===== src/rtl/writeback_stage.sv =====
// ============================================================================
// Module   : writeback_stage
// Purpose  : Writeback stage with a 2-entry register-file write FIFO, youngest-
//            write bypass and a retired-instruction counter.
// Revision : 1.0
// ============================================================================
`default_nettype none

module writeback_stage #(
    parameter int DATA_W   = 20,
    parameter int ADDR_W   = 20,
    parameter int CNT_W    = 16,
    parameter int ZERO_REG = 0
) (
    input  logic              clock,
    input  logic              reset,
    input  logic              valid_in,
    output logic              ready_in,
    input  logic [DATA_W-1:0] instruction,
    input  logic [DATA_W-1:0] alu_result,
    input  logic [DATA_W-1:0] mem_data,
    input  logic [ADDR_W-1:0] address,
    input  logic              rf_ready,
    output logic              wb_en,
    output logic [ADDR_W-1:0] wb_addr,
    output logic [DATA_W-1:0] wb_data,
    output logic              fwd_valid,
    output logic [ADDR_W-1:0] fwd_addr,
    output logic [DATA_W-1:0] fwd_data,
    output logic [CNT_W-1:0]  retired
);

    localparam logic [3:0] c_OP_STORE  = 4'b1100;
    localparam logic [3:0] c_OP_LOAD_A = 4'b1101;
    localparam logic [3:0] c_OP_LOAD_B = 4'b1111;
    localparam logic [1:0] c_DEPTH     = 2'd2;

    logic [1:0]        r_count;
    logic              r_rd_ptr;
    logic              r_wr_ptr;
    logic [ADDR_W-1:0] r_ent_addr [2];
    logic [DATA_W-1:0] r_ent_data [2];
    logic              r_wb_en;
    logic [ADDR_W-1:0] r_wb_addr;
    logic [DATA_W-1:0] r_wb_data;
    logic [ADDR_W-1:0] r_fwd_addr;
    logic [DATA_W-1:0] r_fwd_data;
    logic [CNT_W-1:0]  r_retired;

    logic [3:0]        w_opcode;
    logic              w_is_load;
    logic              w_no_write;
    logic              w_accept;
    logic              w_push;
    logic              w_store_ret;
    logic              w_pop;
    logic [DATA_W-1:0] w_wdata;
    logic [1:0]        w_count_n;
    logic              w_rd_ptr_n;
    logic              w_wr_ptr_n;
    logic [ADDR_W-1:0] w_ent_addr_n [2];
    logic [DATA_W-1:0] w_ent_data_n [2];
    logic [ADDR_W-1:0] w_wb_addr_n;
    logic [DATA_W-1:0] w_wb_data_n;
    logic [ADDR_W-1:0] w_fwd_addr_n;
    logic [DATA_W-1:0] w_fwd_data_n;
    logic [CNT_W-1:0]  w_retired_n;
    logic              w_unused;

    // Only the opcode field of the instruction matters to this stage.
    assign w_unused   = ^instruction[DATA_W-5:0];

    assign w_opcode   = instruction[DATA_W-1 -: 4];
    assign w_is_load  = (w_opcode == c_OP_LOAD_A) || (w_opcode == c_OP_LOAD_B);
    assign w_no_write = (w_opcode == c_OP_STORE) ||
                        ((ZERO_REG == 1) && (address == '0));

    assign ready_in    = (r_count != c_DEPTH);
    assign w_accept    = valid_in && ready_in;
    assign w_push      = w_accept && !w_no_write;
    assign w_store_ret = w_accept && w_no_write;
    assign w_pop       = (r_count != 2'd0) && rf_ready;
    assign w_wdata     = w_is_load ? mem_data : alu_result;

    assign w_count_n   = r_count + {1'b0, w_push} - {1'b0, w_pop};
    assign w_rd_ptr_n  = r_rd_ptr ^ w_pop;
    assign w_wr_ptr_n  = r_wr_ptr ^ w_push;
    assign w_retired_n = r_retired + CNT_W'(w_store_ret) + CNT_W'(w_pop);

    // Outputs are registered, so they are computed from next-cycle FIFO state.
    always_comb begin
        w_ent_addr_n = r_ent_addr;
        w_ent_data_n = r_ent_data;
        w_wb_addr_n  = '0;
        w_wb_data_n  = '0;
        w_fwd_addr_n = '0;
        w_fwd_data_n = '0;
        if (w_push) begin
            w_ent_addr_n[r_wr_ptr] = address;
            w_ent_data_n[r_wr_ptr] = w_wdata;
        end
        if (w_count_n != 2'd0) begin
            w_wb_addr_n  = w_ent_addr_n[w_rd_ptr_n];
            w_wb_data_n  = w_ent_data_n[w_rd_ptr_n];
            w_fwd_addr_n = w_ent_addr_n[~w_wr_ptr_n];
            w_fwd_data_n = w_ent_data_n[~w_wr_ptr_n];
        end
    end

    always_ff @(posedge clock) begin
        if (reset) begin
            r_count    <= 2'd0;
            r_rd_ptr   <= 1'b0;
            r_wr_ptr   <= 1'b0;
            r_wb_en    <= 1'b0;
            r_wb_addr  <= '0;
            r_wb_data  <= '0;
            r_fwd_addr <= '0;
            r_fwd_data <= '0;
            r_retired  <= '0;
        end else begin
            r_count    <= w_count_n;
            r_rd_ptr   <= w_rd_ptr_n;
            r_wr_ptr   <= w_wr_ptr_n;
            r_wb_en    <= (w_count_n != 2'd0);
            r_wb_addr  <= w_wb_addr_n;
            r_wb_data  <= w_wb_data_n;
            r_fwd_addr <= w_fwd_addr_n;
            r_fwd_data <= w_fwd_data_n;
            r_retired  <= w_retired_n;
        end
    end

    // Entry storage needs no reset: it is only observed while occupied.
    always_ff @(posedge clock) begin
        r_ent_addr <= w_ent_addr_n;
        r_ent_data <= w_ent_data_n;
    end

    assign wb_en     = r_wb_en;
    assign wb_addr   = r_wb_addr;
    assign wb_data   = r_wb_data;
    assign fwd_valid = r_wb_en;
    assign fwd_addr  = r_fwd_addr;
    assign fwd_data  = r_fwd_data;
    assign retired   = r_retired;

endmodule

`default_nettype wire


===== config.mk =====
export PLATFORM = sky130hd
export DESIGN_NAME = writeback_stage
export DESIGN_NICKNAME = d
export VERILOG_FILES = /design/src/rtl/writeback_stage.sv
export SDC_FILE = /design/constraint.sdc
export NUM_CORES = 1
export LEC_CHECK = 0
export ABC_AREA = 1
export CAP_MARGIN = 25
export CORE_MARGIN = 10
export CORE_UTILIZATION = 55
export CTS_CLUSTER_DIAMETER = 100
export DETAILED_ROUTE_END_ITERATION = 10
export PLACE_DENSITY = 0.86
export SLEW_MARGIN = 20
export SYNTH_ARGS = -nofsm -noshare
export SYNTH_HDL_FRONTEND = slang
export SYNTH_SLANG_ARGS = --single-unit

===== constraint.sdc =====
create_clock -name clock -period 5.7 [get_ports clock]
set_input_delay 0.855 -clock clock [delete_from_list [all_inputs] [get_ports clock]]
set_output_delay 0.855 -clock clock [all_outputs]
set_load 0.02 [all_outputs]

Word level (Yosys, flattened, before mapping)
Index checks and enable logic that the tools add are counted.
{"block": "word_totals", "regBits": 181, "in_bits": 84, "output_inout_bits": 99, "word_cells": 61}
{"block": "op_classes", "n_addsub": 4, "order_cmp": 4, "eq_ne": 4, "n_mux": 19, "n_bitwise": 7, "n_reduce_logical": 10}
{"operator": "20-bit 2-to-1 mux", "count": 14}
{"operator": "40-bit bitwise mux", "count": 2}
{"operator": "40-bit 2-to-1 mux", "count": 2}
{"operator": "16-bit by 1-bit adder with 16-bit output", "count": 2}
{"operator": "20-bit demux with 1-bit select", "count": 1}
{"operator": "4-bit equality test, second input constant", "count": 3}
{"operator": "2-bit >= comparator, second input constant", "count": 3}
{"operator": "1-bit inverter with 2-bit output", "count": 3}
{"operator": "1-bit logical AND", "count": 5}
{"operator": "2-bit nonzero test", "count": 2}
{"operator": "2-bit by 1-bit adder with 2-bit output", "count": 1}
{"operator": "2-bit by 1-bit < comparator with 1-bit output, second input constant", "count": 1}
{"operator": "2-bit inequality test, second input constant", "count": 1}
{"operator": "1-bit inverter", "count": 2}
{"operator": "2-bit OR reduction", "count": 1}
{"operator": "2-bit by 1-bit subtractor with 2-bit output", "count": 1}
{"operator": "1-bit XOR", "count": 2}
{"operator": "1-bit logical NOT", "count": 1}
{"operator": "1-bit logical OR", "count": 1}

Depth between registers and ports, before layout
{"block": "depth", "depth_word": 10, "mapped_depth": 16, "mapped_depth_nobuf": 15}

Worst setup path before layout
OpenSTA, ideal clock, no wires.
{"block": "synth_path", "path_kind": "input to register", "startpoint": "in instruction[16]", "endpoint": "reg r_wb_data[10], in the netlist wb_data[10]", "setup_ns": 0.109, "arrival_ns": 2.282, "required_time_ns": 5.591, "slack_ns": 3.309, "stages": 15, "n_path_buf": 2, "cell_sequence": "inv_1 > nand2_1 > nor2_1 > nor2_4 > buf_2 > nand2_1 > nand2_1 > ha_1 > xor2_1 > nand3_1 > nand3_2 > nand2_4 > buf_6 > nand2_1 > inv_1"}
{"block": "synth_between", "elab_chain_len": 8, "word_cells_on_any_way": 17, "cone_classes": "add/sub (2); eq/ne (3); mux (6); bitwise (1); reduce/logical (5)"}
{"element": "start, declared", "line": "19", "text": "input logic [DATA_W-1:0] instruction,"}
{"element": "4-bit equality test (on tied branches)", "line": "75, 74"}
{"element": "1-bit logical NOT or 1-bit logical OR (tied branches)", "line": "80, 74"}
{"element": "1-bit logical AND or 20-bit 2-to-1 mux (tied branches)", "line": "80, 83"}
{"element": "2-bit by 1-bit adder with 2-bit output or 40-bit bitwise mux (tied branches)", "line": "85, 100"}
{"element": "2-bit by 1-bit subtractor with 2-bit output or 40-bit 2-to-1 mux (tied branches)", "line": "85, 98"}
{"element": "2-bit nonzero test or 20-bit 2-to-1 mux (tied branches)", "line": "102, 104"}
{"element": "1-bit inverter (no source line) or 20-bit 2-to-1 mux (tied branches)"}
{"element": "2-bit OR reduction (no source line) or 20-bit 2-to-1 mux (tied branches)"}
{"element": "end signal, assigned", "line": "127", "text": "r_wb_data <= w_wb_data_n;"}
{"element": "end, declared", "line": "45", "text": "logic [DATA_W-1:0] r_wb_data;"}
Several ways; a longest one is shown, not always the timed one. The select of a mux whose other input is x is not followed.
A chain may end at the register's enable or synchronous reset.

Worst setup path after layout
{"block": "layout_path", "startpoint": "in instruction[19]", "endpoint": "reg r_wb_addr[11], in the netlist wb_addr[11]"}
{"block": "layout_between", "elab_chain_len": 8, "word_cells_on_any_way": 12, "cone_classes": "add/sub (2); eq/ne (1); mux (4); bitwise (1); reduce/logical (4)"}
{"element": "4-bit equality test (*)", "line": "75", "text": "assign w_no_write = (w_opcode == c_OP_STORE) ||"}
{"element": "1-bit logical NOT (*)", "line": "80", "text": "assign w_push = w_accept && !w_no_write;"}
{"element": "1-bit logical AND (*)", "line": "80"}
{"element": "2-bit by 1-bit adder with 2-bit output", "line": "85", "text": "assign w_count_n = r_count + {1'b0, w_push} - {1'b0, w_pop};"}
{"element": "2-bit by 1-bit subtractor with 2-bit output", "line": "85"}
{"element": "2-bit nonzero test", "line": "102", "text": "if (w_count_n != 2'd0) begin"}
{"element": "1-bit inverter (no source line)"}
{"element": "2-bit OR reduction (no source line)"}
{"element": "end signal, assigned", "line": "126", "text": "r_wb_addr <= w_wb_addr_n;"}
{"element": "end, declared", "line": "44", "text": "logic [ADDR_W-1:0] r_wb_addr;"}
Every way passes the cells marked *; elsewhere a longest branch is shown, timed or not. The select of a mux whose other input is x is not followed.

==> results.sh <==
export IMPL_drt_iter0_drc=777
export IMPL_globalRouteTotalUtil_pct=22.0
export IMPL_final_antenna_net_count=0
export IMPL_stdcell_count=1582
export IMPL_finalMaxSlewViolations=0
export IMPL_reg2reg_depth=7
export IMPL_drv_cap=0
export IMPL_layout_worst_path_cycle_share_pct=67.4
export IMPL_grt_pass1_vias=7543
export IMPL_drt_met1_wl_um=9450
export IMPL_dieHeight_um=142
export IMPL_met2_length_um=10800
export IMPL_grt_max_degree=81
export IMPL_cts_resized=0
export IMPL_via_per_inst=5.13
export IMPL_p_leak_nw=5.56
export IMPL_syn_area_um2=8250
export IMPL_holdCritPathClass="reg -> reg"
export IMPL_numCtsBuffers=17
export IMPL_htreeDepth=4
export IMPL_fin_skew_ps=5.91
export IMPL_row_count=44
export IMPL_grt_pass1_wl_um=36600
export IMPL_clk_pin_slew_ps=70
export IMPL_boundaryPins=183
export IMPL_setup_violations=0
export IMPL_finalSetupTns_ps=0
export IMPL_synthTopCellsByArea="dfxtp_1 (44%), nand2_1 (22%), inv_1 (9.4%)"
export IMPL_drc=0
export IMPL_critPathMaxFanout=44
export IMPL_wl_met3_um=2200
export IMPL_status="completed"
export IMPL_clkLatencyLatePin_ps=430
export IMPL_cts_tree="done"
export IMPL_antenna_found_initial=0
export IMPL_cts_sinks=181
export IMPL_hold_path_depth=2
export IMPL_synth_top_area_cell="dfxtp_1"
export IMPL_cts_root_buffer="clkbuf_16"
export IMPL_slew_headroom_pct=32.1
export IMPL_dp_hpwl_um=14300
export IMPL_routed_wl_um=22900
export IMPL_seq_area_frac_synth_pct=43.9
export IMPL_num_vias=8108
export IMPL_avgSynthCellArea_um2=6.58
export IMPL_overflow=0
export IMPL_nets=1473
export IMPL_dieWidth_um=142
export IMPL_die_area_um2=20300
export IMPL_ys_ff_latch=181
export IMPL_hold_viol=0
export IMPL_start_util_pct=56.4
export IMPL_finalPower_w=0.00615
export IMPL_yosysUniqueCellTypes=29
export IMPL_cts_setup_buffers=0
export IMPL_coreArea_um2=14600
export IMPL_drive_above_1_share_pct=3.93
export IMPL_place_inst=1551
export IMPL_synth_top_area_share_pct=43.9
export IMPL_final_common_cell="nand2_1"
export IMPL_dpl_cell_area_um2=9910
export IMPL_critPathLaunchType="primary input"
export IMPL_hold_buffers=0
export IMPL_crit_type="in -> reg"
export IMPL_wl_per_cell_um=14.4
export IMPL_power_density_nw_per_um2=586
export IMPL_required_ps=5970
export IMPL_clockBufferDepth=2
export IMPL_rsz0062_at_grt="false"
export IMPL_syn_to_final_growth_pct=27.2
export IMPL_max_freq_mhz=260
export IMPL_place_gp_congestion=0.810
export IMPL_post_route_min_period_ps=3840
export IMPL_crit_path_end_kind="flop"
export IMPL_max_vdd_ir_drop_v=0.000318
export IMPL_firstDrtPassIters=7
export IMPL_diodes=0
export IMPL_syn_inst=1255
export IMPL_tightest_slew_ps=1020
export IMPL_yosysWarningCount=0
export IMPL_top_layer="met4"
export IMPL_port_buffers=166
export IMPL_final_area_um2=10500
export IMPL_synth_fp_nets=1342
export IMPL_layout_common_cells="nand2_1 (490), inv_1 (206), dfxtp_1 (180)"
export IMPL_crit_arrival_ps=4110
==> cells by family (layout without fill, tap and decap cells) <==
| kind of cell | count (synthesis) | after routing | synth area share (%) |
|---|---|---|---|
| simple gates | 737 | 737 | 37.9 |
| buf+inv | 271 | 414 | 13.5 |
| flops | 181 | 181 | 43.9 |
| compound gates | 58 | 58 | 3.59 |
| xor+xnor | 5 | 5 | 0.531 |
| fa+ha+maj | 3 | 3 | 0.546 |
==> path summary, 6_finish.rpt <==
| kind | start | endpoint | slack (ps) |
|---|---|---|---|
| setup / recovery | instruction[19] | wb_addr[11] | 1860 |
| setup reg to reg | r_wr_ptr | fwd_addr[4] | 2320 |
| hold reg to reg | r_ent_addr[30] | r_ent_addr[30] | 500 |
| hold / removal | r_ent_addr[30] | r_ent_addr[30] | 500 |
==> synth_stat cells, drive strengths merged <==
| cell | count |
|---|---|
| nand4 | 21 |
| a21oi | 9 |
| nor2 | 39 |
| buf | 48 |
| o21a | 1 |
| clkbuf | 15 |
| nand3 | 131 |
| o21ai | 48 |
| ha | 2 |
| dfxtp | 181 |
| fa | 1 |
| xnor2 | 3 |
| and2 | 40 |
| nand2 | 496 |
| xor2 | 2 |
| nor3 | 8 |
| inv | 208 |
| nor3b | 1 |
| or2 | 1 |
==> report_power, final <==
| part | switching [W] | internal (W) | leakage, nW |
|---|---|---|---|
| clock | 0.000514 | 0.000662 | 0.289 |
| sequential | 0.000196 | 0.00180 | 1.50 |
| combinational | 0.00188 | 0.00110 | 3.77 |
| total | 0.00259 | 0.00356 | 5.56 |
==> per-stage QoR <==
step / utilization [%] / hold WS [ps] / setup WS, ps
2_1_floorplan: - / 465 / 3310
3_3_place_gp: 67.7 / 466 / 1590
3_5_place_dp: 67.7 / 483 / 1450
4_1_cts: 71.7 / 496 / 1900
5_1_grt: 71.7 / 516 / 1550
6_report: 71.7 / 497 / 1860
==> cell type report <==
| type | count | area, um^2 |
|---|---|---|
| Timing Repair Buffer | 175 | 1730 |
| Tap cell | 184 | 230 |
| Fill cell | 1187 | 4150 |
| Clock inverter | 13 | 150 |
| Inverter | 208 | 782 |
| Sequential cell | 181 | 3620 |
| Multi-Input combinational cell | 803 | 3540 |
| Clock buffer | 18 | 439 |
==> flip-flops by register name, summed over array words and instances, names as in the netlist <==
signal / count
r_ent_addr: 40
r_ent_data: 40
fwd_addr: 20
fwd_data: 20
wb_addr: 20
wb_data: 20
retired: 16
r_count: 2
fwd_valid: 1
r_rd_ptr: 1
r_wr_ptr: 1
==> critical path, stage by stage <==
cell and delay (ps):
clkdlybuf4s50_1 460, buf_4 280, nand2_1 140, inv_1 80
nand2_1 100, nand2_2 80, buf_4 410, nand2_1 140
nand2_1 100, ha_1 150, xor2_1 200, nand3_1 140
nand2_1 110, nand2_1 50, nand2_1 650, nor2_1 140
==> routing by layer <==
metal | GRT usage, % | vias to the layer above
met4 | 8.14 | 0
met1 | 26.3 | 3687
met5 | 0 | -
met3 | 6.48 | 36
met2 | 36.7 | 346
li1 | - | 4039
Note: power is estimated with default switching activity, not from simulation.
